$ cat config.mk
export PLATFORM = sky130hd
export DESIGN_NAME = mult_div_unit
export DESIGN_NICKNAME = d
export VERILOG_FILES = /design/src/rtl/mdu_pkg.sv /design/src/rtl/mdu_shift_core.sv /design/src/rtl/mult_div_unit.sv
export SDC_FILE = /design/constraint.sdc
export NUM_CORES = 1
export LEC_CHECK = 0
export ABC_AREA = 0
export BUFFER_PORTS_ARGS = -buffer_cell sky130_fd_sc_hd__clkbuf_2
export CAP_MARGIN = 20
export CORE_ASPECT_RATIO = 0.5
export CORE_UTILIZATION = 50
export CTS_CLUSTER_SIZE = 8
export DETAILED_ROUTE_END_ITERATION = 12
export PLACE_DENSITY = 0.66
export SETUP_SLACK_MARGIN = 0.1
export SLEW_MARGIN = 30
export SYNTH_ARGS = -nofsm -noshare
export SYNTH_HDL_FRONTEND = slang
export SYNTH_SLANG_ARGS = --single-unit
export TNS_END_PERCENT = 1
$ cat constraint.sdc
create_clock -name Clk -period 4.25 [get_ports Clk]
set_input_delay 0.85 -clock Clk [delete_from_list [all_inputs] [get_ports Clk]]
set_output_delay 0.85 -clock Clk [all_outputs]
set_load 0.01 [all_outputs]
$ cat src/rtl/mdu_pkg.sv
// Shared definitions for the multiply/divide unit: op encoding, FSM states,
// iteration count and datapath widths.
package mdu_pkg;

    localparam int unsigned MDU_XLEN  = 32;
    localparam int unsigned MDU_OP_W  = 3;
    localparam int unsigned MDU_CNT_W = 6;
    localparam int unsigned MDU_ITERS = 32;

    localparam logic [MDU_OP_W-1:0] MDU_MULT  = 3'b000;
    localparam logic [MDU_OP_W-1:0] MDU_MULTU = 3'b001;
    localparam logic [MDU_OP_W-1:0] MDU_DIV   = 3'b010;
    localparam logic [MDU_OP_W-1:0] MDU_DIVU  = 3'b011;
    localparam logic [MDU_OP_W-1:0] MDU_MTHI  = 3'b100;
    localparam logic [MDU_OP_W-1:0] MDU_MTLO  = 3'b101;

    typedef enum logic [1:0] {
        MDU_IDLE = 2'b00,
        MDU_CALC = 2'b01,
        MDU_FIX  = 2'b10
    } mdu_state_e;

    // True for the ops that operate on two's-complement operands.
    function automatic logic mdu_is_signed(input logic [MDU_OP_W-1:0] op);
        return (op == MDU_MULT) || (op == MDU_DIV);
    endfunction

endpackage

$ cat src/rtl/mdu_shift_core.sv
// Single iteration of the multiply/divide datapath (purely combinational).
//   acc_i/acc_o     : upper accumulator (partial product high half / remainder)
//   wrk_i/wrk_o     : lower working word (multiplier bits / dividend->quotient)
//   operand_i       : multiplicand or divisor (magnitude)
//   div_mode_i      : 1 = restoring divide step, 0 = shift-add multiply step
module mdu_shift_core #(
    parameter int unsigned WIDTH = 32
) (
    input  logic [WIDTH-1:0] acc_i,
    input  logic [WIDTH-1:0] wrk_i,
    input  logic [WIDTH-1:0] operand_i,
    input  logic             div_mode_i,
    output logic [WIDTH-1:0] acc_o,
    output logic [WIDTH-1:0] wrk_o
);

    logic [WIDTH:0]   sum;
    logic [WIDTH:0]   shifted;
    logic             fits;
    logic [WIDTH-1:0] trial;

    always_comb begin
        // Multiply: add multiplicand when the current multiplier LSB is set,
        // then shift the carry/sum/multiplier chain right by one.
        sum     = {1'b0, acc_i} + (wrk_i[0] ? {1'b0, operand_i} : '0);
        // Divide: shift next dividend bit into the remainder, try subtract.
        shifted = {acc_i, wrk_i[WIDTH-1]};
        fits    = (shifted >= {1'b0, operand_i});
        // Result is below the divisor whenever fits is set, so WIDTH bits suffice.
        trial   = shifted[WIDTH-1:0] - operand_i;

        acc_o = '0;
        wrk_o = '0;
        if (div_mode_i) begin
            acc_o = fits ? trial : shifted[WIDTH-1:0];
            wrk_o = {wrk_i[WIDTH-2:0], fits};
        end else begin
            acc_o = sum[WIDTH:1];
            wrk_o = {sum[0], wrk_i[WIDTH-1:1]};
        end
    end

endmodule

$ cat src/rtl/mult_div_unit.sv
// Iterative multiply/divide unit owning the HI/LO register pair.
// Executes MULT, MULTU, DIV, DIVU (33-cycle latency) and MTHI, MTLO (1 cycle).
// Optional build macro MDU_FAST_MULT_EN: MULT/MULTU use a single-cycle
// combinational product instead of the iterative path.
// Ports:
//   Clk, Reset_n    : clock (rising edge), async active-low reset
//   start, op       : one-cycle request and its op code
//   rs_val, rt_val  : source operands
//   hi, lo          : HI/LO architectural registers
//   busy            : multi-cycle operation in flight
//   done            : one-cycle pulse after HI/LO were updated
module mult_div_unit
    import mdu_pkg::*;
#(
    parameter int unsigned WIDTH = 32
) (
    input  logic                Clk,
    input  logic                Reset_n,
    input  logic                start,
    input  logic [MDU_OP_W-1:0] op,
    input  logic [WIDTH-1:0]    rs_val,
    input  logic [WIDTH-1:0]    rt_val,
    output logic [WIDTH-1:0]    hi,
    output logic [WIDTH-1:0]    lo,
    output logic                busy,
    output logic                done
);

    localparam int unsigned DW = 2 * WIDTH;

    mdu_state_e state_q, state_d;

    logic [MDU_CNT_W-1:0] cnt_q, cnt_d, cnt_nxt;
    logic [WIDTH-1:0]     acc_q, acc_d;
    logic [WIDTH-1:0]     wrk_q, wrk_d;
    logic [WIDTH-1:0]     opnd_q, opnd_d;
    logic                 is_div_q, is_div_d;
    logic                 neg_res_q, neg_res_d;
    logic                 neg_rem_q, neg_rem_d;
    logic                 dz_q, dz_d;
    logic [WIDTH-1:0]     hi_q, hi_d;
    logic [WIDTH-1:0]     lo_q, lo_d;
    logic                 busy_q, busy_d;
    logic                 done_q, done_d;

    logic             accept;
    logic             is_mul_op;
    logic             is_div_op;
    logic             rs_neg;
    logic             rt_neg;
    logic [WIDTH-1:0] abs_rs;
    logic [WIDTH-1:0] abs_rt;
    logic [WIDTH-1:0] core_acc;
    logic [WIDTH-1:0] core_wrk;
    logic [DW-1:0]    prod_raw;
    logic [DW-1:0]    prod_neg;
`ifdef MDU_FAST_MULT_EN
    logic [DW-1:0]    fast_prod;
`endif

    // Request decode and operand magnitudes for signed ops.
    always_comb begin
        accept    = start && (state_q == MDU_IDLE);
        is_mul_op = (op == MDU_MULT) || (op == MDU_MULTU);
        is_div_op = (op == MDU_DIV)  || (op == MDU_DIVU);
        rs_neg    = mdu_is_signed(op) && rs_val[WIDTH-1];
        rt_neg    = mdu_is_signed(op) && rt_val[WIDTH-1];
        abs_rs    = rs_neg ? -rs_val : rs_val;
        abs_rt    = rt_neg ? -rt_val : rt_val;
        cnt_nxt   = cnt_q + MDU_CNT_W'(1);
        prod_raw  = {acc_q, wrk_q};
        prod_neg  = -prod_raw;
    end

`ifdef MDU_FAST_MULT_EN
    assign fast_prod = DW'(abs_rs) * DW'(abs_rt);
`endif

    mdu_shift_core #(
        .WIDTH (WIDTH)
    ) u_core (
        .acc_i      (acc_q),
        .wrk_i      (wrk_q),
        .operand_i  (opnd_q),
        .div_mode_i (is_div_q),
        .acc_o      (core_acc),
        .wrk_o      (core_wrk)
    );

    // State register.
    always_ff @(posedge Clk or negedge Reset_n) begin
        if (!Reset_n) begin
            state_q <= MDU_IDLE;
        end else begin
            state_q <= state_d;
        end
    end

    // Next-state logic.
    always_comb begin
        state_d = state_q;
        case (state_q)
            MDU_IDLE: begin
                if (accept && is_div_op) begin
                    state_d = MDU_CALC;
                end else if (accept && is_mul_op) begin
`ifdef MDU_FAST_MULT_EN
                    state_d = MDU_FIX;
`else
                    state_d = MDU_CALC;
`endif
                end
            end
            MDU_CALC: begin
                if (cnt_nxt == MDU_CNT_W'(MDU_ITERS)) begin
                    state_d = MDU_FIX;
                end
            end
            MDU_FIX:  state_d = MDU_IDLE;
            default:  state_d = MDU_IDLE;
        endcase
    end

    // Datapath and output next-values.
    always_comb begin
        cnt_d     = cnt_q;
        acc_d     = acc_q;
        wrk_d     = wrk_q;
        opnd_d    = opnd_q;
        is_div_d  = is_div_q;
        neg_res_d = neg_res_q;
        neg_rem_d = neg_rem_q;
        dz_d      = dz_q;
        hi_d      = hi_q;
        lo_d      = lo_q;
        done_d    = 1'b0;
        busy_d    = (state_d != MDU_IDLE);

        case (state_q)
            MDU_IDLE: begin
                if (accept) begin
                    cnt_d = '0;
                    if (is_mul_op) begin
                        acc_d     = '0;
                        wrk_d     = abs_rt;
                        opnd_d    = abs_rs;
                        is_div_d  = 1'b0;
                        neg_res_d = rs_neg ^ rt_neg;
                        neg_rem_d = 1'b0;
                        dz_d      = 1'b0;
`ifdef MDU_FAST_MULT_EN
                        {acc_d, wrk_d} = fast_prod;
`endif
                    end else if (is_div_op) begin
                        acc_d     = '0;
                        wrk_d     = abs_rs;
                        opnd_d    = abs_rt;
                        is_div_d  = 1'b1;
                        neg_res_d = rs_neg ^ rt_neg;
                        neg_rem_d = rs_neg;
                        dz_d      = (rt_val == '0);
                    end else if (op == MDU_MTHI) begin
                        hi_d   = rs_val;
                        done_d = 1'b1;
                    end else if (op == MDU_MTLO) begin
                        lo_d   = rs_val;
                        done_d = 1'b1;
                    end
                end
            end
            MDU_CALC: begin
                acc_d = core_acc;
                wrk_d = core_wrk;
                cnt_d = cnt_nxt;
            end
            MDU_FIX: begin
                cnt_d  = '0;
                done_d = 1'b1;
                if (is_div_q) begin
                    // Divide by zero: the remainder path already yields rs_val
                    // after sign restore; only the quotient is forced.
                    hi_d = neg_rem_q ? -acc_q : acc_q;
                    lo_d = dz_q ? '1 : (neg_res_q ? -wrk_q : wrk_q);
                end else begin
                    {hi_d, lo_d} = neg_res_q ? prod_neg : prod_raw;
                end
            end
            default: ;
        endcase
    end

    // Datapath and output registers.
    always_ff @(posedge Clk or negedge Reset_n) begin
        if (!Reset_n) begin
            cnt_q     <= '0;
            acc_q     <= '0;
            wrk_q     <= '0;
            opnd_q    <= '0;
            is_div_q  <= 1'b0;
            neg_res_q <= 1'b0;
            neg_rem_q <= 1'b0;
            dz_q      <= 1'b0;
            hi_q      <= '0;
            lo_q      <= '0;
            busy_q    <= 1'b0;
            done_q    <= 1'b0;
        end else begin
            cnt_q     <= cnt_d;
            acc_q     <= acc_d;
            wrk_q     <= wrk_d;
            opnd_q    <= opnd_d;
            is_div_q  <= is_div_d;
            neg_res_q <= neg_res_d;
            neg_rem_q <= neg_rem_d;
            dz_q      <= dz_d;
            hi_q      <= hi_d;
            lo_q      <= lo_d;
            busy_q    <= busy_d;
            done_q    <= done_d;
        end
    end

    assign hi   = hi_q;
    assign lo   = lo_q;
    assign busy = busy_q;
    assign done = done_q;

endmodule

==> impl_table.tex <==
\begin{tabular}{lr}
\hline
Metric & Value \\
\hline
\multicolumn{2}{l}{\textbf{Run status}} \\
\quad Status & finished, violations left \\
\quad Violated checks & design-rule violations \\
\multicolumn{2}{l}{\textbf{Logic synthesis}} \\
\quad Synthesized flop and latch total & 174 \\
\quad Mapped Nets & approximately 2100 \\
\quad Unique masters post-synth & 90 \\
\quad Number of enable-type register cells in the synthesized netlist & 0 \\
\quad Number of warnings printed during yosys synthesis & 0 \\
\quad Post-synthesis cell area & about 0.015 sq mm \\
\quad Average instance area after synthesis & 7.682 sq um \\
\quad Sequential share of the synthesized area & between 20 and 30\% \\
\quad Synth Flop Type & dfrtp\_1 \\
\quad Fraction of synthesis flops using an asynchronous set or reset pin & 100.0\% \\
\quad Mapped Cells & approximately 2000 \\
\multicolumn{2}{l}{\textbf{Detailed routing}} \\
\quad Met2 wire length & around 24000 microns \\
\quad Top Layer Used & met4 \\
\quad Met1 routed wirelength after detailed routing & between 20000 and 30000 microns \\
\quad Number of search-and-repair iterations in the first detailed-routing pass & 10 \\
\quad Average detailed-routed wire length per instance & 22.71 microns \\
\quad Post-Route WL & $\sim$56000 microns \\
\quad ANT nets after route & 0 \\
\quad Drt via density & between 6 and 7 \\
\quad Number of DRC violations after detailed-routing iteration 0 & between 1500 and 2000 \\
\quad Met3 WL post-DR & 5293 microns \\
\quad Vias & $\sim$15000 \\
\quad DRC & 4 \\
\multicolumn{2}{l}{\textbf{Power and ir drop}} \\
\quad Total power density per cell area & about 790 mW/mm\^{}2 \\
\quad Combinational share of power & 62.8\% \\
\quad P\_sw & just under 7000 uW \\
\quad Sequential power share & 25.3\% \\
\quad Leakage Power & $\sim$0.0073 uW \\
\quad Worst IR drop on VDD & roughly 0.0005 V \\
\quad Portion of total power attributed to the clock network & about an eighth \\
\quad Internal Power & between 6000 and 7000 uW \\
\quad Fraction of power spent switching nets & 51.21\% \\
\multicolumn{2}{l}{\textbf{Timing}} \\
\quad Final critical delay including setup and external delays & roughly 3.8 ns \\
\quad Unrepaired setup endpoints after global routing & false \\
\quad Timing-limited maximum frequency & roughly 260 MHz \\
\quad Total negative slack & 0 ns \\
\quad \# setup viols final & 0 \\
\quad Final cycle utilization of the critical path & around 89\% \\
\quad Fin. max-slew vios & 0 \\
\quad Hold Vio Cnt, Final & 0 \\
\quad Relative slew slack & between 30 and 40\% \\
\quad Worst slew pin tran & 0.9619 ns \\
\quad Worst-case clock skew & $\sim$0.014 ns \\
\multicolumn{2}{l}{\textbf{Clocking}} \\
\quad Buffer type at the clock tree root & clkbuf\_16 \\
\quad Sink Count & 174 \\
\quad H-Tree Level Count & 4 \\
\quad Deepest clock path buffer count & 2 \\
\quad Cts bufs inserted & 17 \\
\quad Clock latency reported for the late side of the worst-skew pair & 0.47 ns \\
\quad CTS tree & yes \\
\quad Clock slew at reported path FFs & 0.08 ns \\
\multicolumn{2}{l}{\textbf{Global routing}} \\
\quad Pin count of the biggest net entering global routing & 90 \\
\quad Total GRT Usage & 36.07\% \\
\quad Global-route wire length before repair & approximately 85000 microns \\
\quad Initial antenna violation count & 3 \\
\quad Global route total overflow & 0 \\
\quad Number of global-route vias before repair & between 10000 and 15000 \\
\multicolumn{2}{l}{\textbf{Cells and area}} \\
\quad Commonest non-fill, non-tap cells in the layout & 246 x nand2\_1, 194 x o21ai\_0, 176 x nor2\_1, 173 x dfrtp\_1, 171 x a21oi\_1 \\
\quad Most common cell after layout, fill and taps aside & nand2\_1 \\
\quad Final std cell area, no fill & about 0.017 sq mm \\
\quad Ratio of cells with drive above 1 in the final layout & between 10 and 15\% \\
\quad Number of nets in the layout & approximately 2200 \\
\quad Filler Cell Count & 2833 \\
\quad Growth of design area from synthesis to finish & 10.59\% \\
\quad Final instance count without filler cells & 2453 \\
\multicolumn{2}{l}{\textbf{Floorplanning}} \\
\quad Die Width & 248.3 microns \\
\quad Die ar. & slightly above 0.03 sq mm \\
\quad Core Area & between 0.02 and 0.03 sq mm \\
\quad Initial standard-cell utilization of the core & 51.58\% \\
\quad Count of boundary I/O pins & 136 \\
\quad Number of rows in the core area & 44 \\
\quad Die height & around 130 microns \\
\multicolumn{2}{l}{\textbf{Worst setup path}} \\
\quad Type of the setup path with the least slack & reg -> reg \\
\quad Ordered list of cells on the worst path & clkinvlp\_4 > buf\_4 > nor2\_1 > ha\_1 > a21oi\_1 > a21boi\_1 > o41ai\_1 > o21ai\_0 > a21oi\_2 > o21ai\_1 > a31oi\_1 > o21bai\_1 > a211o\_1 > a32o\_1 \\
\quad Endpoint required time on the critical path & approximately 4.6 ns \\
\quad Startpoint type of the worst setup path & register \\
\quad Worst-path fanout max & 16 \\
\quad CP max-delay cell & dfrtp\_1 \\
\quad Critical path endpoint category & register \\
\quad Count of buffer and inverter cells on the critical path & 2 \\
\quad Stage delay of the slowest cell on the critical path & 0.47 ns \\
\quad Worst path top cell family by delay & compound AO/OA/AOI/OAI gates \\
\quad Signal arrival time at the worst endpoint & roughly 4.2 ns \\
\multicolumn{2}{l}{\textbf{Hold path}} \\
\quad Worst min-delay path category & in -> async \\
\multicolumn{2}{l}{\textbf{Placement}} \\
\quad RePlAce Congestion & 1.015 \\
\quad Placed cell count & approximately 2400 \\
\quad IO Port Bufs & 135 \\
\quad Dpl hpwl & roughly 43000 microns \\
\quad Placement Cell Area & around 0.016 sq mm \\
\multicolumn{2}{l}{\textbf{Run}} \\
\quad Number of max-cap violations & 0 \\
\hline
\end{tabular}
[what timing repair did]
item	4_1_cts	5_1_grt
buffers inserted	0	3
endpoints found under the setup margin	0	1
hold buffers	0	0
resized for setup	0	2
[logic make-up after synthesis]
family	share of synthesized area (%)
AO/OA/AOI/OAI	28.00
multiplexers	2.772
flip-flops	28.71
adder cells (fa/ha/maj)	5.957
buffers and inverters	5.421
AND/OR/NAND/NOR	19.27
XOR/XNOR	9.876
[sequential cells by signal (all words and copies together) (netlist names), 2 cells and up]
signal,flops
cnt_q,6
hi,32
lo,32
state_q,2
acc_q,32
wrk_q,32
opnd_q,32
[routing by layer]
layer | global-route usage, % | vias to the layer above
met1 | 53.05 | 7322
li1 | - | 7244
met3 | 7.815 | 88
met4 | 9.684 | 0
met2 | 52.88 | 669
met5 | 0 | -
[final timing paths]
kind,endpoint,depth (start not counted),slack (ns),startpoint
worst min register to register,lo[8],2,0.48,lo[8]
min in group Clk,lo[8],2,0.48,lo[8]
worst min-delay path,hi[4],1,0.37,Reset_n
worst max-delay path,acc_q[31],14,0.45,wrk_q[0]
max in group asynchronous,is_div_q,2,2.92,Reset_n
worst max register to register,acc_q[31],14,0.45,wrk_q[0]
[stage by stage]
stage | setup slack [ns] | power [uW] | hold slack [ns] | util [%]
global route | 0.1480 | 14180 | 0.4298 | 57.04
detailed placement | 0.3871 | 11400 | 0.4696 | 54.99
finish | 0.4469 | 13210 | 0.3743 | 57.04
floorplan | 0.9651 | 8977 | 0.4485 | -
CTS | 0.3635 | 12980 | 0.3958 | 56.87
global placement | 0.4658 | 11360 | 0.4598 | 54.97
[worst reg2reg max path, cell delays in order, from the launching register on]
cell and delay (ns):
dfrtp_1 0.47, clkinvlp_4 0.30, buf_4 0.29, nor2_1 0.12
ha_1 0.32, a21oi_1 0.27, a21boi_1 0.12, o41ai_1 0.37
o21ai_0 0.16, a21oi_2 0.23, o21ai_1 0.15, a31oi_1 0.27
o21bai_1 0.09, a211o_1 0.29, a32o_1 0.24
[cell usage after synthesis (8+ instances only)]
cell | number | area, sq um
nand2_1 | 246 | 923.4
nor2_1 | 178 | 668.1
or3_1 | 15 | 93.84
o22ai_1 | 34 | 212.7
and2_1 | 11 | 68.82
nor2b_1 | 14 | 87.58
o21ai_0 | 194 | 970.9
xor2_1 | 64 | 560.5
a21oi_1 | 172 | 860.8
o31ai_1 | 23 | 172.7
clkbuf_1 | 96 | 360.4
or4_1 | 9 | 67.56
xnor2_1 | 107 | 937.2
a31oi_1 | 16 | 100.1
o211ai_1 | 26 | 195.2
nor3_1 | 30 | 150.1
mux2i_1 | 42 | 420.4
nand4_1 | 12 | 75.07
o21ai_1 | 52 | 260.3
a21o_1 | 43 | 322.8
nand3_1 | 36 | 180.2
o21bai_1 | 8 | 60.06
dfrtp_1 | 174 | 4354
a211oi_1 | 56 | 420.4
o41ai_1 | 8 | 70.07
inv_1 | 62 | 232.7
nand2b_1 | 21 | 131.4
buf_1 | 12 | 45.04
nor4_1 | 18 | 112.6
a22oi_1 | 12 | 90.09
ha_1 | 69 | 863.3
[final cells by class]
type	count	area, sq um	share of cell area, %
Timing Repair Buffer	182	1072	6.394
Inverter	63	240.2	1.433
Antenna cell	1	2.502	0.01492
Sequential cell	174	4358	25.99
Tap cell	391	489.2	2.917
Multi-Input combinational cell	1610	10060	59.96
Clock inverter	14	122.6	0.7312
Clock buffer	18	429.2	2.559
[power by group through the flow]
stage,Sequential (uW),Clock [uW],Combinational (uW)
after floorplan,3060,0,5910
after global placement,3320,0,8050
after detailed placement,3330,0,8080
after CTS,3300,1580,8110
after global routing,3410,1650,9110
final,3340,1570,8300
Note: power is estimated with default switching activity, not from simulation.
